## src/rtl/uart_tx_frame.sv

```systemverilog
// UART transmitter: ready/valid input, one-word holding buffer, configurable frame.
// Optional parity bit is compiled in with `define UART_TX_PARITY_EN.
module uart_tx_frame #(
  parameter int CLOCK_RATE = 100_000_000,
  parameter int BAUD_RATE  = 115_200,
  parameter int DATA_WIDTH = 8,
  parameter int STOP_BITS  = 1,
  parameter int PARITY_ODD = 0
) (
  input  logic                  clk,
  input  logic                  arst_n,
  input  logic                  s_valid,
  output logic                  s_ready,
  input  logic [DATA_WIDTH-1:0] s_data,
  output logic                  active,
  output logic                  done,
  output logic                  q
);

  localparam int CLK_PER_BIT = CLOCK_RATE / BAUD_RATE;
  localparam int CW = (CLK_PER_BIT > 1) ? $clog2(CLK_PER_BIT) : 1;
  localparam int BW = $clog2(DATA_WIDTH + 1);
  localparam logic [CW-1:0] CNT_LAST  = CW'(CLK_PER_BIT - 1);
  localparam logic [BW-1:0] BIT_LAST  = BW'(DATA_WIDTH - 1);
  localparam logic          STOP_LAST = 1'(STOP_BITS - 1);

  if (CLK_PER_BIT < 2 || DATA_WIDTH < 5 || DATA_WIDTH > 9 ||
      (STOP_BITS != 1 && STOP_BITS != 2) ||
      (PARITY_ODD != 0 && PARITY_ODD != 1)) begin : g_bad_cfg
    $error("uart_tx_frame: illegal parameter set");
  end

`ifdef UART_TX_PARITY_EN
  typedef enum logic [2:0] {
    IDLE = 3'd0, START = 3'd1, DATA = 3'd2, PARITY = 3'd3, STOP = 3'd4
  } state_t;
  localparam logic POL = (PARITY_ODD != 0);
  logic par;
`else
  typedef enum logic [2:0] {
    IDLE = 3'd0, START = 3'd1, DATA = 3'd2, STOP = 3'd4
  } state_t;
`endif

  state_t                state;
  logic [CW-1:0]         clk_cnt;
  logic [BW-1:0]         bit_cnt;
  logic                  stop_cnt;
  logic [DATA_WIDTH-1:0] shifter;
  logic [DATA_WIDTH-1:0] hold;
  logic                  full;

  logic take, bit_end, stop_end, reload, full_nxt;

  // A reload and a handshake never share an edge: s_ready is low while full.
  always_comb begin
    take     = s_valid && s_ready;
    bit_end  = (clk_cnt == CNT_LAST);
    stop_end = (state == STOP) && bit_end && (stop_cnt == STOP_LAST);
    reload   = full && ((state == IDLE) || stop_end);
    full_nxt = full;
    if (take)        full_nxt = 1'b1;
    else if (reload) full_nxt = 1'b0;
  end

  always_ff @(posedge clk or negedge arst_n) begin
    if (!arst_n) begin
      state    <= IDLE;
      clk_cnt  <= '0;
      bit_cnt  <= '0;
      stop_cnt <= 1'b0;
      shifter  <= '0;
      hold     <= '0;
      full     <= 1'b0;
      s_ready  <= 1'b0;
      active   <= 1'b0;
      done     <= 1'b0;
      q        <= 1'b1;
`ifdef UART_TX_PARITY_EN
      par      <= 1'b0;
`endif
    end else begin
      done    <= 1'b0;
      full    <= full_nxt;
      s_ready <= !full_nxt;
      if (take) hold <= s_data;
      if (reload) begin
        shifter <= hold;
`ifdef UART_TX_PARITY_EN
        par     <= (^hold) ^ POL;
`endif
      end
      case (state)
        IDLE: begin
          q        <= 1'b1;
          active   <= 1'b0;
          clk_cnt  <= '0;
          bit_cnt  <= '0;
          stop_cnt <= 1'b0;
          if (full) begin
            state  <= START;
            q      <= 1'b0;
            active <= 1'b1;
          end
        end
        START: begin
          if (bit_end) begin
            clk_cnt <= '0;
            state   <= DATA;
            q       <= shifter[0];
          end else begin
            clk_cnt <= clk_cnt + 1'b1;
          end
        end
        DATA: begin
          if (bit_end) begin
            clk_cnt <= '0;
            if (bit_cnt == BIT_LAST) begin
              bit_cnt <= '0;
`ifdef UART_TX_PARITY_EN
              state   <= PARITY;
              q       <= par;
`else
              state   <= STOP;
              q       <= 1'b1;
`endif
            end else begin
              // LSB-first: shift down so the next bit is always at [0].
              bit_cnt <= bit_cnt + 1'b1;
              shifter <= shifter >> 1;
              q       <= shifter[1];
            end
          end else begin
            clk_cnt <= clk_cnt + 1'b1;
          end
        end
`ifdef UART_TX_PARITY_EN
        PARITY: begin
          if (bit_end) begin
            clk_cnt <= '0;
            state   <= STOP;
            q       <= 1'b1;
          end else begin
            clk_cnt <= clk_cnt + 1'b1;
          end
        end
`endif
        STOP: begin
          if (bit_end) begin
            clk_cnt <= '0;
            if (stop_cnt == STOP_LAST) begin
              stop_cnt <= 1'b0;
              done     <= 1'b1;
              if (full) begin
                state <= START;
                q     <= 1'b0;
              end else begin
                state  <= IDLE;
                q      <= 1'b1;
                active <= 1'b0;
              end
            end else begin
              stop_cnt <= ~stop_cnt;
            end
          end else begin
            clk_cnt <= clk_cnt + 1'b1;
          end
        end
        default: begin
          state    <= IDLE;
          q        <= 1'b1;
          active   <= 1'b0;
          clk_cnt  <= '0;
          bit_cnt  <= '0;
          stop_cnt <= 1'b0;
        end
      endcase
    end
  end

endmodule
```

## config.mk

```make
export PLATFORM = sky130hd
export DESIGN_NAME = uart_tx_frame
export DESIGN_NICKNAME = d
export VERILOG_FILES = /design/src/rtl/uart_tx_frame.sv
export SDC_FILE = /design/constraint.sdc
export NUM_CORES = 1
export LEC_CHECK = 0
export CORE_ASPECT_RATIO = 0.7
export CORE_MARGIN = 2
export CORE_UTILIZATION = 50
export DETAILED_ROUTE_END_ITERATION = 6
export PLACE_DENSITY_LB_ADDON = 0.05
export SYNTH_ARGS = -nofsm -noshare
export SYNTH_HDL_FRONTEND = slang
export SYNTH_SLANG_ARGS = --single-unit
```

## constraint.sdc

```tcl
create_clock -name clk -period 3.45 [get_ports clk]
set_clock_uncertainty 0.1 [all_clocks]
set_input_delay 0.69 -clock clk [delete_from_list [all_inputs] [get_ports clk]]
set_output_delay 0.69 -clock clk [all_outputs]
set_load 0.005 [all_outputs]
```

Yosys cells after proc, flatten, opt, wreduce, memory -nomap -nowiden. Cells that the tools add are included.

Eq/ne operators: 12. $add $sub $neg: 2. Reductions and logical operators: 15. Bitwise gates (word level): 3. Muxes and demuxes: 37.

Operators by type and width (number): $mux W8 (4); $mux W10 (2); $mux W1 (18); $mux W3 (6); $ne A2 B2 Y1 const B (7); $pmux W3 S4 (1); $add A10 B1 Y10 const B (1); $eq A10 B10 Y1 const B (1); $mux W4 (2); $pmux W4 S2 (1); $reduce_and A4 Y1 (2); $reduce_and A6 Y1 (1); $add A4 B1 Y4 const B (1); $eq A4 B3 Y1 const B (1); $logic_and A1 B1 Y1 (4); $pmux W1 S4 (1); $reduce_and A2 Y1 (2); $reduce_or A2 Y1 (2); $eq A3 B1 Y1 const B (1); $eq A3 B2 Y1 const B (1); $eq A3 B3 Y1 const B (1); $logic_not A3 Y1 (1); $not A1 Y1 (3); $pmux W1 S3 (1); other kinds (4) (4).

Register bits: 39.

Longest topological paths before layout. Gate-level depths: netlist of run 1.

Word-level depth: 9. Mapped depth: 6. Gate-level depth less buffers: 5.

Worst setup path after synthesis of run 1. OpenSTA, ideal clock, no wires.

Path kind: flip-flop to flip-flop. Start: register clk_cnt[0]. End: register state[2]. Period minus slack after synthesis: 1812 ps. Stages on the path, launching flop included: 6. Setup time: 77 ps. Slack: 1638 ps. Arrival: 1635 ps. Cells stage by stage: dfrtp_1 ha_1 nor3b_4 nand3_4 or4_1 a21oi_1.

Word-level cells in the longest chain between the ends: 3. Elaborated cells between the ends (all ways): 5. Those cells by class: eq/ne (4); reduce/logical (1).

RTL lines: from (decl) (RTL line 46) `logic [CW-1:0] clk_cnt;`; from (signal assigned) (RTL line 112) `clk_cnt <= clk_cnt + 1'b1;`; from (signal assigned) (RTL line 134) `clk_cnt <= clk_cnt + 1'b1;`; from (signal assigned) (RTL line 166) `clk_cnt <= clk_cnt + 1'b1;`; $eq A10 B10 Y1 * (RTL line 58) `bit_end = (clk_cnt == CNT_LAST);`; $ne A2 B2 Y1 (no source line); $reduce_and A6 Y1 (no source line) *; to (signal assigned) (RTL line 68) `state <= IDLE;`; to (signal assigned) (RTL line 101) `state <= START;`; to (signal assigned) (RTL line 109) `state <= DATA;`; to (decl) (RTL line 45) `state_t state;`.

Every way passes the cells marked *; elsewhere a longest branch is shown, timed or not. A chain may end at the register's enable or synchronous reset.

Worst setup path after layout of run 1. Same ends and word-level chain as after synthesis.

==> metrics.md, run 1 <==
| Metric | Value |
|---|---|
| Outcome | complete, no violations |
| Synth async-reset ratio | 1.00 |
| Total power | 1.43 mW |
| Die H | 55.6 um |
| Rel. slew slack | 0.328 |
| CTS resizes | 0 |
| Post-route DRC violation count | 0 |
| CP max FO | 18 |
| Synth cell types | 44 |
| Unrepaired setup endpoints after global routing | no |
| Critical path arrival | 2.24 ns |
| Worst min path class | flop to flop |
| Clock power frac | 0.222 |
| Hold Buf Count CTS | 0 |
| # fillers | 305 |
| Final nets | 203 |
| Initial core utilization | 0.530 |
| Final Hold Vio Count | 0 |
| Congestion Overflow GR | 0 |
| Bufs on Longest Clock Path | 2 |
| Max VDD drop | 404 uV |
| Tot GR Track Use | 0.203 |
| Synthesized area per cell | 10.7 um^2 |
| WP data required | 3.56 ns |
| Top cells by area, synth | dfrtp_1, mux2_2, nand3b_1 |
| Commonest register cell after synthesis | dfrtp_1 |
| Total CTS buffers | 5 |
| Leakage | 0.892 nW |
| Gpl congestion | 0.869 |
| Combinational cell fraction of total power | 0.243 |
| CTS tree | done |
| Flop pwr share | 0.536 |
| Post-synth top cells | dfrtp_1, nor2_1, o21ai_0 |
| Post-synth net total | 190 |
| Count of flip-flops with a built-in enable after synthesis | 0 |
| Post-synth top area cell | dfrtp_1 |
| Slew @ Worst Pin | 1.01 ns |
| Diode count | 0 |
| Global-route wire length before repair | 6.80 mm |
| Drt first pass iters | 4 |
| FP Rows | 18 |
| Placed cell areas | 2060 um^2 |
| Initial antenna violation count | 0 |
| Crit path launch type | flop |
| Yosys reg bits | 38 |
| Place WS | 1.33 ns |
| Final instance area | 2150 um^2 |
| Switching power | 0.454 mW |
| Fin Setup TNS | 0 ns |
| Period minus WS final | 2.13 ns |
| CP max stage delay | 0.52 ns |
| Net Sw Frac | 0.317 |
| Synth Cell Area | 1900 um^2 |
| Area grow syn2layout | 13.5% |
| YS warnings | 0 |
| Cells after Synth | 177 |
| Critical path class | flop to flop |
| Port Buf Inserts | 14 |
| Most common cell in the netlist | dfrtp_1 |
| Seq/Total Area, Yosys | 0.502 |
| DR vias | 1421 |
| Number of global-route vias before repair | 1350 |
| Power per Cell Area | 665 nW/um^2 |
| Clock Root Buffer | clkbuf_8 |
| H-Tree Depth | 2 |
| Hpwl dp | 2.70 mm |
| Antenna Violating Nets Remaining | 0 |
| Clock-pin slew on the worst setup and hold paths | 0.07 ns |
| CTS Sinks | 38 |
| Via density | 5.90 |
| Die boundary width | 77.6 um |
| Post-DR wirelength/cell | 15.9 um |
| Setup Buffers After CTS | 0 |
| Max_cap viols | 0 |
| Skew-Pair Late Insertion Delay | 0.29 ns |
| CP max-delay cell | or4_1 |
| IO Pins | 15 |
| Internal power | 0.979 mW |
| # setup viols final | 0 |
| Core ar. | 3580 um^2 |
| Initial DRC count | 106 |
| Synth top area share | 0.488 |
| Share of layout cells above drive strength 1 | 0.131 |
| Final setup margin | 1.32 ns |
| Critical path endpoint category | flop |
| Full die area | 4310 um^2 |
| Routed WL | 3.84 mm |
| Pin count of the biggest net entering global routing | 39 |
| Slew Limit Fails | 0 |
| Critical path cell sequence | ha_1 > nor3b_4 > nand3_4 > or4_1 > a21oi_1 |
| Fmax | 470 MHz |
| Final Cycle Share | 0.617 |
final timing paths:
kind | startpoint | cells past startpoint | to | slack (ns)
min in group asynchronous | arst_n | 1 | clk_cnt[2]$_DFF_PN0_ | 0.39
worst min register to register | q$_DFFE_PN1P_ | 2 | q$_DFFE_PN1P_ | 0.37
worst min-delay path | q$_DFFE_PN1P_ | 2 | q$_DFFE_PN1P_ | 0.37
max in group asynchronous | arst_n | 1 | hold[7]$_DFFE_PN0P_ | 2.34
worst max-delay path | clk_cnt[0]$_DFF_PN0_ | 5 | state[2]$_DFFE_PN0P_ | 1.32
worst max register to register | clk_cnt[0]$_DFF_PN0_ | 5 | state[2]$_DFFE_PN0P_ | 1.32
metal layers:
layer / wire length (um) / track usage / part of all wire / vias to the layer above
li1: - / - / - / 683
met1: 1960 / 0.310 / 0.51 / 687
met2: 1600 / 0.271 / 0.42 / 42
met3: 240 / 0.0735 / 0.062 / 9
met4: 41 / 0.0485 / 0.011 / 0
met5: 0 / 0 / 0 / -
critical path, delay by kind of cell, from the launching register on:
family	cells	cell delay, ns
simple gates	3	1.09
compound gates	1	0.17
fa+ha+maj	1	0.28
flops	1	0.40
cell type report:
class                      instances  area (um^2)  area share
multi-input combinational        128          902       0.419
clock buffer                       7         86.3      0.0401
inverter                           3         11.3     0.00523
clock inverter                     1         5.00     0.00232
tap                               50         62.6      0.0290
timing repair buffer              14          135      0.0627
sequential                        38          952       0.442
power groups by stage:
stage	clock, mW	combinational, mW	sequential (mW)
floorplan	0	0.253	0.722
global placement	0	0.333	0.765
detailed placement	0	0.350	0.769
CTS	0.326	0.353	0.764
global route	0.349	0.398	0.792
finish	0.318	0.347	0.767
cells in the final DEF, fill, tap and decap left out, types with 3 or more instances in the layout:
cell type / n
nand3b_1: 10
mux2_2: 8
clkdlybuf4s50_1: 13
nand3_1: 9
nand2_1: 4
a31oi_1: 8
xnor2_1: 6
o21ai_0: 11
mux2i_1: 4
clkbuf_8: 6
nor2_1: 14
nand4_1: 4
a21oi_1: 4
inv_1: 3
dfrtp_1: 37
xor2_1: 4
nor3_1: 10
through the flow:
stage          hold slack, ns  cells   util
2_1_floorplan           0.294    177      -
3_3_place_gp            0.354    233  0.576
3_5_place_dp            0.358    233  0.576
4_1_cts                 0.370    241  0.602
5_1_grt                 0.400    241  0.602
6_report                0.370    241  0.602
registers in the layout, summed over array words and instances (netlist names):
name	cells
clk_cnt	10
hold	8
shifter	8
bit_cnt	4
state	3
active	1
done	1
full	1
q	1
s_ready	1
cell families (layout without fill, tap and decap cells):
family,count (synthesis),in the layout,synth area share
compound gates,36,36,0.125
xor+xnor,10,10,0.0461
fa+ha+maj,2,2,0.0132
buf+inv,11,25,0.0231
flops,38,38,0.502
mux,12,12,0.0686
simple gates,68,68,0.222
(Power assumes the default switching activity.)
==> inputs of run 2 (changes only) <==
==> constraint.sdc (replaced) <==
create_clock -name clk -period 1.7 [get_ports clk]
set_clock_uncertainty 0.1 [all_clocks]
set_input_delay 0.34 -clock clk [delete_from_list [all_inputs] [get_ports clk]]
set_output_delay 0.34 -clock clk [all_outputs]
set_load 0.005 [all_outputs]
==> run 2 against run 1 <==
Effect of this change:
- the flow now finishes with violations (setup timing)
- critical path depth grew 1
- global-route usage grew 1.9 points
- routed wire length grew 22%
- sequential share of layout area shrank 7.4 points
- sequential power grew 97%
- flip-flop and latch count is the same
- first-iteration DRC count grew 96%
- final cell count grew 18%
- register-to-register slack lost 1.4 ns
- power grew 120%
- clock power grew 98%
- hold slack gained 0.0075 ns
- critical path type unchanged
==> metrics.md, run 2 (synthesis gave the netlist of run 1 again) <==
| Metric | Value |
|---|---|
| Initial antenna violation count | 0 |
| Hpwl dp | 3.23 mm |
| Total power | 3.19 mW |
| Routed WL | 4.69 mm |
| Final nets | 247 |
| Antenna Violating Nets Remaining | 0 |
| Diode count | 0 |
| Full die area | 4310 um^2 |
| Critical path arrival | 1.85 ns |
| Die H | 55.6 um |
| Final Hold Vio Count | 0 |
| Gpl congestion | 0.827 |
| DR vias | 1612 |
| Final Cycle Share | 1.05 |
| Fin Setup TNS | -0.149 ns |
| Area grow syn2layout | 37.0% |
| Drt first pass iters | 4 |
| Hold Slack | 0.377 ns |
| Max_cap viols | 0 |
| Critical path endpoint category | flop |
| Outcome | finished, violations left |
| Failing checks | setup timing |
| Core ar. | 3580 um^2 |
| Power per Cell Area | 1230 nW/um^2 |
| CP max FO | 6 |
| WP data required | 1.77 ns |
| Clock Root Buffer | clkbuf_8 |
| Critical path class | flop to flop |
| Pin count of the biggest net entering global routing | 23 |
| # setup viols final | 3 |
| Die boundary width | 77.6 um |
| R2r setup slk | -0.08 ns |
| Max VDD drop | 787 uV |
| Port Buf Inserts | 14 |
| Tot GR Track Use | 0.221 |
| Initial DRC count | 208 |
| Top flop regs | clk_cnt: 10 flops, hold: 8 flops, shifter: 8 flops |
| Crit path launch type | flop |
| Place WS | -0.0707 ns |
| Leakage | 1.13 nW |
| Clock-pin slew on the worst setup and hold paths | 0.07 ns |
| Share of layout cells above drive strength 1 | 0.345 |
| Period minus WS final | 1.78 ns |
| IO Pins | 15 |
| Global-route wire length before repair | 7.32 mm |
| CTS tree | done |
| Via density | 5.66 |
| Leading cell type in the layout, fill and taps excluded | buf_4 |
| Number of global-route vias before repair | 1473 |
| Fmax | 562 MHz |
| Post-DR wirelength/cell | 16.4 um |
| Max FFs per register | 10 |
| Congestion Overflow GR | 0 |
| Initial core utilization | 0.530 |
| # fillers | 252 |
| Rel. slew slack | 0.720 |
| Skew-Pair Late Insertion Delay | 0.29 ns |
| Most flops, register | clk_cnt |
| Most frequent cells in the layout | buf_4, dfrtp_1, nor2_1 |
| FP Rows | 18 |
| Slew Limit Fails | 0 |
| Total CTS buffers | 5 |
| Final setup margin | -0.0799 ns |
| H-Tree Depth | 2 |
| Bufs on Longest Clock Path | 2 |
| CTS Sinks | 38 |
| Post-route DRC violation count | 0 |
| Worst min path class | flop to flop |
| Unrepaired setup endpoints after global routing | yes |
| Slew @ Worst Pin | 0.420 ns |
[run 2: path summary, 6_finish.rpt]
path,from,to,cells after the start
setup reg to reg,clk_cnt[1]$_DFF_PN0_,full$_DFF_PN0_,6
min in group asynchronous,arst_n,clk_cnt[8]$_DFF_PN0_,2
setup / recovery,clk_cnt[1]$_DFF_PN0_,full$_DFF_PN0_,6
hold / removal,q$_DFFE_PN1P_,q$_DFFE_PN1P_,2
max in group asynchronous,arst_n,q$_DFFE_PN1P_,3
hold reg to reg,q$_DFFE_PN1P_,q$_DFFE_PN1P_,2
[run 2: per-stage QoR]
| step | utilization | instance area (um^2) | std cells |
|---|---|---|---|
| after floorplan | - | 1910 | 177 |
| after global placement | 0.646 | 2310 | 263 |
| after detailed placement | 0.646 | 2310 | 263 |
| after CTS | 0.679 | 2430 | 273 |
| after global routing | 0.726 | 2600 | 285 |
| final | 0.726 | 2600 | 285 |
[run 2: timing repair]
| item | in CTS | in global routing |
|---|---|---|
| cloned | 0 | 1 |
| hold endpoints to repair | 16 | 0 |
| setup buffers | 1 | 11 |
| resized for setup | 5 | 22 |
| endpoints found under the setup margin | 15 | 16 |
| hold buffers | 1 | 0 |
| pin swaps | 1 | 3 |
[run 2: layer usage]
layer	global-route usage	vias to the layer above	wire length, um
met3	0.0621	4	305
met1	0.339	775	2250
met5	0	-	0
li1	-	774	-
met4	0.0689	0	21
met2	0.300	59	2120
[run 2: worst max-delay path, stage by stage, from the launching register on]
cell and delay (ns):
dfrtp_1 0.40, ha_4 0.15, nor3b_4 0.18, buf_6 0.15, nand3_4 0.12, a211o_1 0.37
a22o_1 0.20
[run 2: area by class of cell]
cell class,count,area [um^2],share of cell area
sequential,38,956,0.368
clock buffer,7,86.3,0.0332
clock inverter,1,5.00,0.00192
tap,50,62.6,0.0241
multi-input combinational,129,986,0.379
inverter,3,11.3,0.00433
timing repair buffer,57,493,0.190
[run 2: report_power, final]
| part | total, mW | switching, mW | internal [mW] |
|---|---|---|---|
| Sequential | 1.51 | 0.264 | 1.25 |
| Clock | 0.631 | 0.304 | 0.327 |
| Combinational | 1.04 | 0.441 | 0.601 |
| Total | 3.19 | 1.01 | 2.18 |
==> RTL edit 1, RTL diff (settings of run 2) <==
Compare `bit_cnt` against `BIT_LAST` with >= in place of ==.
--- a/src/rtl/uart_tx_frame.sv
+++ b/src/rtl/uart_tx_frame.sv
@@ -117,3 +117,3 @@
             clk_cnt <= '0;
-            if (bit_cnt == BIT_LAST) begin
+            if (bit_cnt >= BIT_LAST) begin
               bit_cnt <= '0;
Function: same outputs for any inputs over 10 cycles, from zero or initial values and one cycle with arst_n low; that may be too few to reach the edited logic, so the function may still have changed.
==> RTL edit 1 against run 2 <==
  * Setup slack worse by 0.28 ns
  * Design area decreased by 4.0%
  * Synthesized cell count down 1.7%
  * Largest cell class is now registers
  * Highest routed layer unchanged
  * First-iteration DRC count decreased by 60%
  * Global-route usage decreased by 0.70 points
  * The run still ends with negative setup slack left
  * Critical endpoint is now bit_cnt[3]
  * Wire length down 9.0%
  * Total power is 2.6% higher
  * Sequential cell count did not move
  * Critical path type unchanged
  * Clock power increased by 2%
  * Area after synthesis down 3.2%
  * Non-clock buffer count shrank 3
==> RTL edit 1: results (changes against run 2) <==
GLOBAL ROUTING
-----------------------------------------------------------------------
Number of global-route vias before repair ................         1422   -3.5%
Wire length of the first global-routing pass .............      6755 um   -7.7%
Met1 usage ...............................................       31.31%   -2.6 points
Global-route usage over all layers .......................       21.44%   -0.70 points
Largest net degree at the start of global routing ........           22   -4.3%
Met2 Resource Use GR .....................................       31.86%   +1.8 points
Met3 GRT Util ............................................       5.116%   -1.1 points

CELLS AND AREA
-----------------------------------------------------------------------
Number of fillers in the final layout ....................          256   +1.6%
Final-stage net count ....................................          240   -2.8%
Layout cell share with drive strength beyond 1 ...........       34.21%   -0.26 points

SYNTHESIS
-----------------------------------------------------------------------
Distinct cell type count of the synthesized netlist ......           43   -2.3%
Sequential share of the synthesized area .................       51.80%   +1.6 points
Synthesized-area fraction occupied by xor and xnor cells .       4.289%   -0.33 points
Synth top area cells ..................................... dfrtp_1 50%, mux2_2 4.9%, nand3_1 3.8%, xnor2_1 3.3%, nor2_1 3.3%
Adder-cell share of the synthesized area .................       1.361%   +0.043 points
Multiplexer fraction of the synthesized cell area ........       8.305%   +1.4 points
Post-Syn Area per Cell ...................................   10.56 um^2   -1.5%
Net count of the mapped netlist ..........................          187   -1.6%
Commonest cells in the netlist ........................... 37 x dfrtp_1, 16 x nor2_1, 14 x nand3_1, 11 x nor3_1

POWER
-----------------------------------------------------------------------
Leakage power summed over all cells ......................     1.112 nW   -1.9%
Maximum resistive drop on vdd ............................  0.0008882 V   +13%

STA
-----------------------------------------------------------------------
Worst hold slack after final layout ......................    0.4067 ns   +0.02959 ns
Final-report setup violation count .......................           30   +27
Smallest setup slack after layout ........................   -0.3633 ns   -0.2834 ns
Final-layout setup total negative slack ..................    -7.623 ns   -7.474 ns
Slew HR ..................................................       69.60%   -2.4 points

CLOCK NETWORK
-----------------------------------------------------------------------
Level count of the clock H-tree ..........................            2   unchanged
Clock slew at reported path FFs ..........................      0.07 ns   about the same

DETAILED ROUTING
-----------------------------------------------------------------------
Number of vias in the routed layout ......................         1525   -5.4%
Routed wire length .......................................      4268 um   -9.0%
Detailed Route Iter0 Violations ..........................           83   -60%
Per-cell via count in the routed design ..................        5.486   -3.0%

OUTCOME
-----------------------------------------------------------------------
Status ................................................... finished, violations left
Failing checks ........................................... negative setup slack

PLACED DESIGN
-----------------------------------------------------------------------
DP Cell Count ............................................          265   +0.76%
Detailed placement HPWL ..................................      3073 um   -4.7%
DP Worst Slack ...........................................   -0.3975 ns   -0.3268 ns
GP Congestion ............................................       0.8742   +5.7%
Post-place instance area .................................    2277 um^2   -1.6%

CRITICAL PATH
-----------------------------------------------------------------------
Maximum fanout along the worst path ......................            4   -2

-- RTL edit 1: cell types whose count changed after synthesis, moves of 3 or more --
cell and delta:
nand3b_1 -10, nand3_1 +5, inv_1 +3, nand2_1 +6, clkbuf_1 -4, nand4_1 -4
-- RTL edit 1: routing by layer --
metal	routed length (um)	part of all wire (%)	up-vias
met5	0	0	-
met4	36	0.84	0
li1	-	-	728
met1	2172	51	762
met2	1900	45	29
met3	159	3.7	6
-- RTL edit 1: layout make-up --
cell class | count | area (um^2) | area share, %
clock buffers | 6 | 82.58 | 3.308
clock inverters | 2 | 12.51 | 0.5013
inverters | 6 | 22.52 | 0.9023
multi-input cells | 122 | 899.6 | 36.04
flip-flops and latches | 38 | 952.2 | 38.15
well taps | 50 | 62.56 | 2.506
repair buffers | 54 | 464.2 | 18.60
-- RTL edit 1: worst max-delay path, stage by stage (launching register included) --
cell and delay, ns:
dfrtp_1 0.36, ha_2 0.18, or3b_4 0.39, or3_4 0.38, a21oi_4 0.22, mux2_4 0.32
-- RTL edit 1: final timing paths --
check	depth (start not counted)	to	from
setup / recovery	5	bit_cnt[3]	clk_cnt[1]
hold / removal	1	hold[2]	hold[2]
setup reg to reg	5	bit_cnt[3]	clk_cnt[1]
hold reg to reg	1	hold[2]	hold[2]
max in group asynchronous	3	clk_cnt[4]	arst_n
min in group asynchronous	2	shifter[4]	arst_n
-- RTL edit 1: repair_timing --
item	in CTS	in global routing
pin swaps	1	9
hold buffers	1	0
gates resized for setup	16	8
endpoints found under the setup margin	31	31
setup buffers	1	3
endpoints found under the hold margin	16	0
-- RTL edit 1: power by group --
part | switching [mW] | internal (mW)
combinational | 0.486 | 0.652
sequential | 0.224 | 1.26
clock | 0.317 | 0.326
==> RTL edit 2, RTL diff (config.mk and constraints of run 2) <==
Made on the original files. Set the parameter `CLOCK_RATE` to 200_000_000 (it was 100_000_000).
--- a/src/rtl/uart_tx_frame.sv
+++ b/src/rtl/uart_tx_frame.sv
@@ -3,3 +3,3 @@
 module uart_tx_frame #(
-  parameter int CLOCK_RATE = 100_000_000,
+  parameter int CLOCK_RATE = 200_000_000,
   parameter int BAUD_RATE  = 115_200,
Function: no difference found for any inputs over 10 cycles, from zero or initial values and one cycle with arst_n low; that may be too few to reach the edited logic, so the function may still have changed.
==> RTL edit 2 against run 2 <==
  * The flow still finishes with violations (negative setup slack)
  * Total power fell by 11%
  * Sequential cell count up 1
  * Design area up 0.91%
  * Setup slack improved by 0.040 ns
  * Area after synthesis is 6.6% higher
  * Wire length increased by 2.0%
  * Maximum frequency up 2.3%
  * Largest power group unchanged
  * Highest routed layer unchanged
==> RTL edit 2: results (changes against run 2) <==
FLOORPLANNING
----------------------------------------------------------------------
Number of tap cells added at floorplan ..................           52   +4.0%

CELLS AND AREA
----------------------------------------------------------------------
Final-stage net count ...................................          246   -0.40%
Non-clock buffering overhead in the final layout ........       13.78%   -5.2 points
Regs by FF count ........................................ clk_cnt (11), hold (8), shifter (8)
Clock Buffer Count ......................................            6   -1
Clock-cell share of area ................................       4.626%   +1.1 points
Layout cell share with drive strength beyond 1 ..........       31.20%   -3.3 points
Proportion of cell area occupied by multi-input gates ...       41.25%   +3.3 points
Number of fillers in the final layout ...................          317   +26%

STA
----------------------------------------------------------------------
Worst hold slack after final layout .....................    0.3850 ns   +0.007946 ns
Smallest setup slack after layout .......................  -0.04017 ns   +0.03973 ns
Final-layout setup total negative slack .................  -0.09402 ns   +0.05483 ns
Final-report setup violation count ......................            4   +1
Worst-margin pin slew ...................................    0.4955 ns   +0.07525 ns

CRITICAL PATH
----------------------------------------------------------------------
Kind of cell adding the most delay to the critical path . simple AND/OR/NAND/NOR gates
Crit Reg-Reg Endpoint ...................................   bit_cnt[0]
Critical R2R Launch .....................................   clk_cnt[0]
Internal reg-to-reg setup slack .........................     -0.04 ns   +0.04 ns
Maximum fanout along the worst path .....................            8   +2

PLACED DESIGN
----------------------------------------------------------------------
Post-place instance area ................................    2374 um^2   +2.6%
GP Congestion ...........................................       0.8636   +4.4%
DP Worst Slack ..........................................   -0.1043 ns   -0.03356 ns

SYNTHESIS
----------------------------------------------------------------------
Commonest cells in the netlist .......................... 38 x dfrtp_1, 18 x nor2_1, 10 x and3_1, 9 x mux2_2, 9 x nand2_1
Cell count after synthesis ..............................          187   +5.6%
Synth top area cells .................................... dfrtp_1 47%, mux2_2 5.0%, nor2_1 3.3%, and3_1 3.1%, o31a_1 3.0%
Distinct cell type count of the synthesized netlist .....           50   +14%
Sequential share of the synthesized area ................       48.30%   -1.9 points

DETAILED ROUTING
----------------------------------------------------------------------
Detailed Route Iter0 Violations .........................          145   -30%
Per-cell via count in the routed design .................        5.748   +1.6%

CLOCK NETWORK
----------------------------------------------------------------------
Number of clock sinks ...................................           39   +2.6%

GLOBAL ROUTING
----------------------------------------------------------------------
Number of global-route vias before repair ...............         1649   +12%
Largest net degree at the start of global routing .......           40   +74%
Global-route usage over all layers ......................       22.80%   +0.66 points
Wire length of the first global-routing pass ............      7879 um   +7.6%

POWER
----------------------------------------------------------------------
Leakage power summed over all cells .....................     1.198 nW   +5.7%
Maximum resistive drop on vdd ...........................  0.0008268 V   +5.0%

OUTCOME
----------------------------------------------------------------------
Status .................................................. finished, violations left
Failing checks .......................................... negative setup slack

-- RTL edit 2: timing repair --
action                                  4_1_cts  5_1_grt
hold buffers                                  1        0
gates cloned                                  2        2
endpoints found under the setup margin       20       24
setup buffers                                 0        2
pin swaps                                     4        2
endpoints found under the hold margin         3        0
resized for setup                             8       10
-- RTL edit 2: layer usage --
metal	up-vias	GRT usage (%)	share of wire (%)
met2	40	35.36	47
met4	0	8.475	1.3
met5	-	0	0
met1	810	31.91	48
li1	786	-	-
met3	8	4.905	4.1
-- RTL edit 2: cells by family after synthesis --
logic type	count (synthesis)	synth area share, %
and+or+nand+nor	74	21.58
xor gates and xnor gates	10	4.329
DFF	39	48.30
AOI/OAI and AO/OA	36	13.79
buffers and inverters	13	3.771
adders and majority gates	2	1.237
muxes	13	6.988
-- RTL edit 2: power by group --
part | switching, mW | internal [mW] | total, mW
combinational | 0.307 | 0.408 | 0.715
clock | 0.341 | 0.483 | 0.824
sequential | 0.140 | 1.16 | 1.30
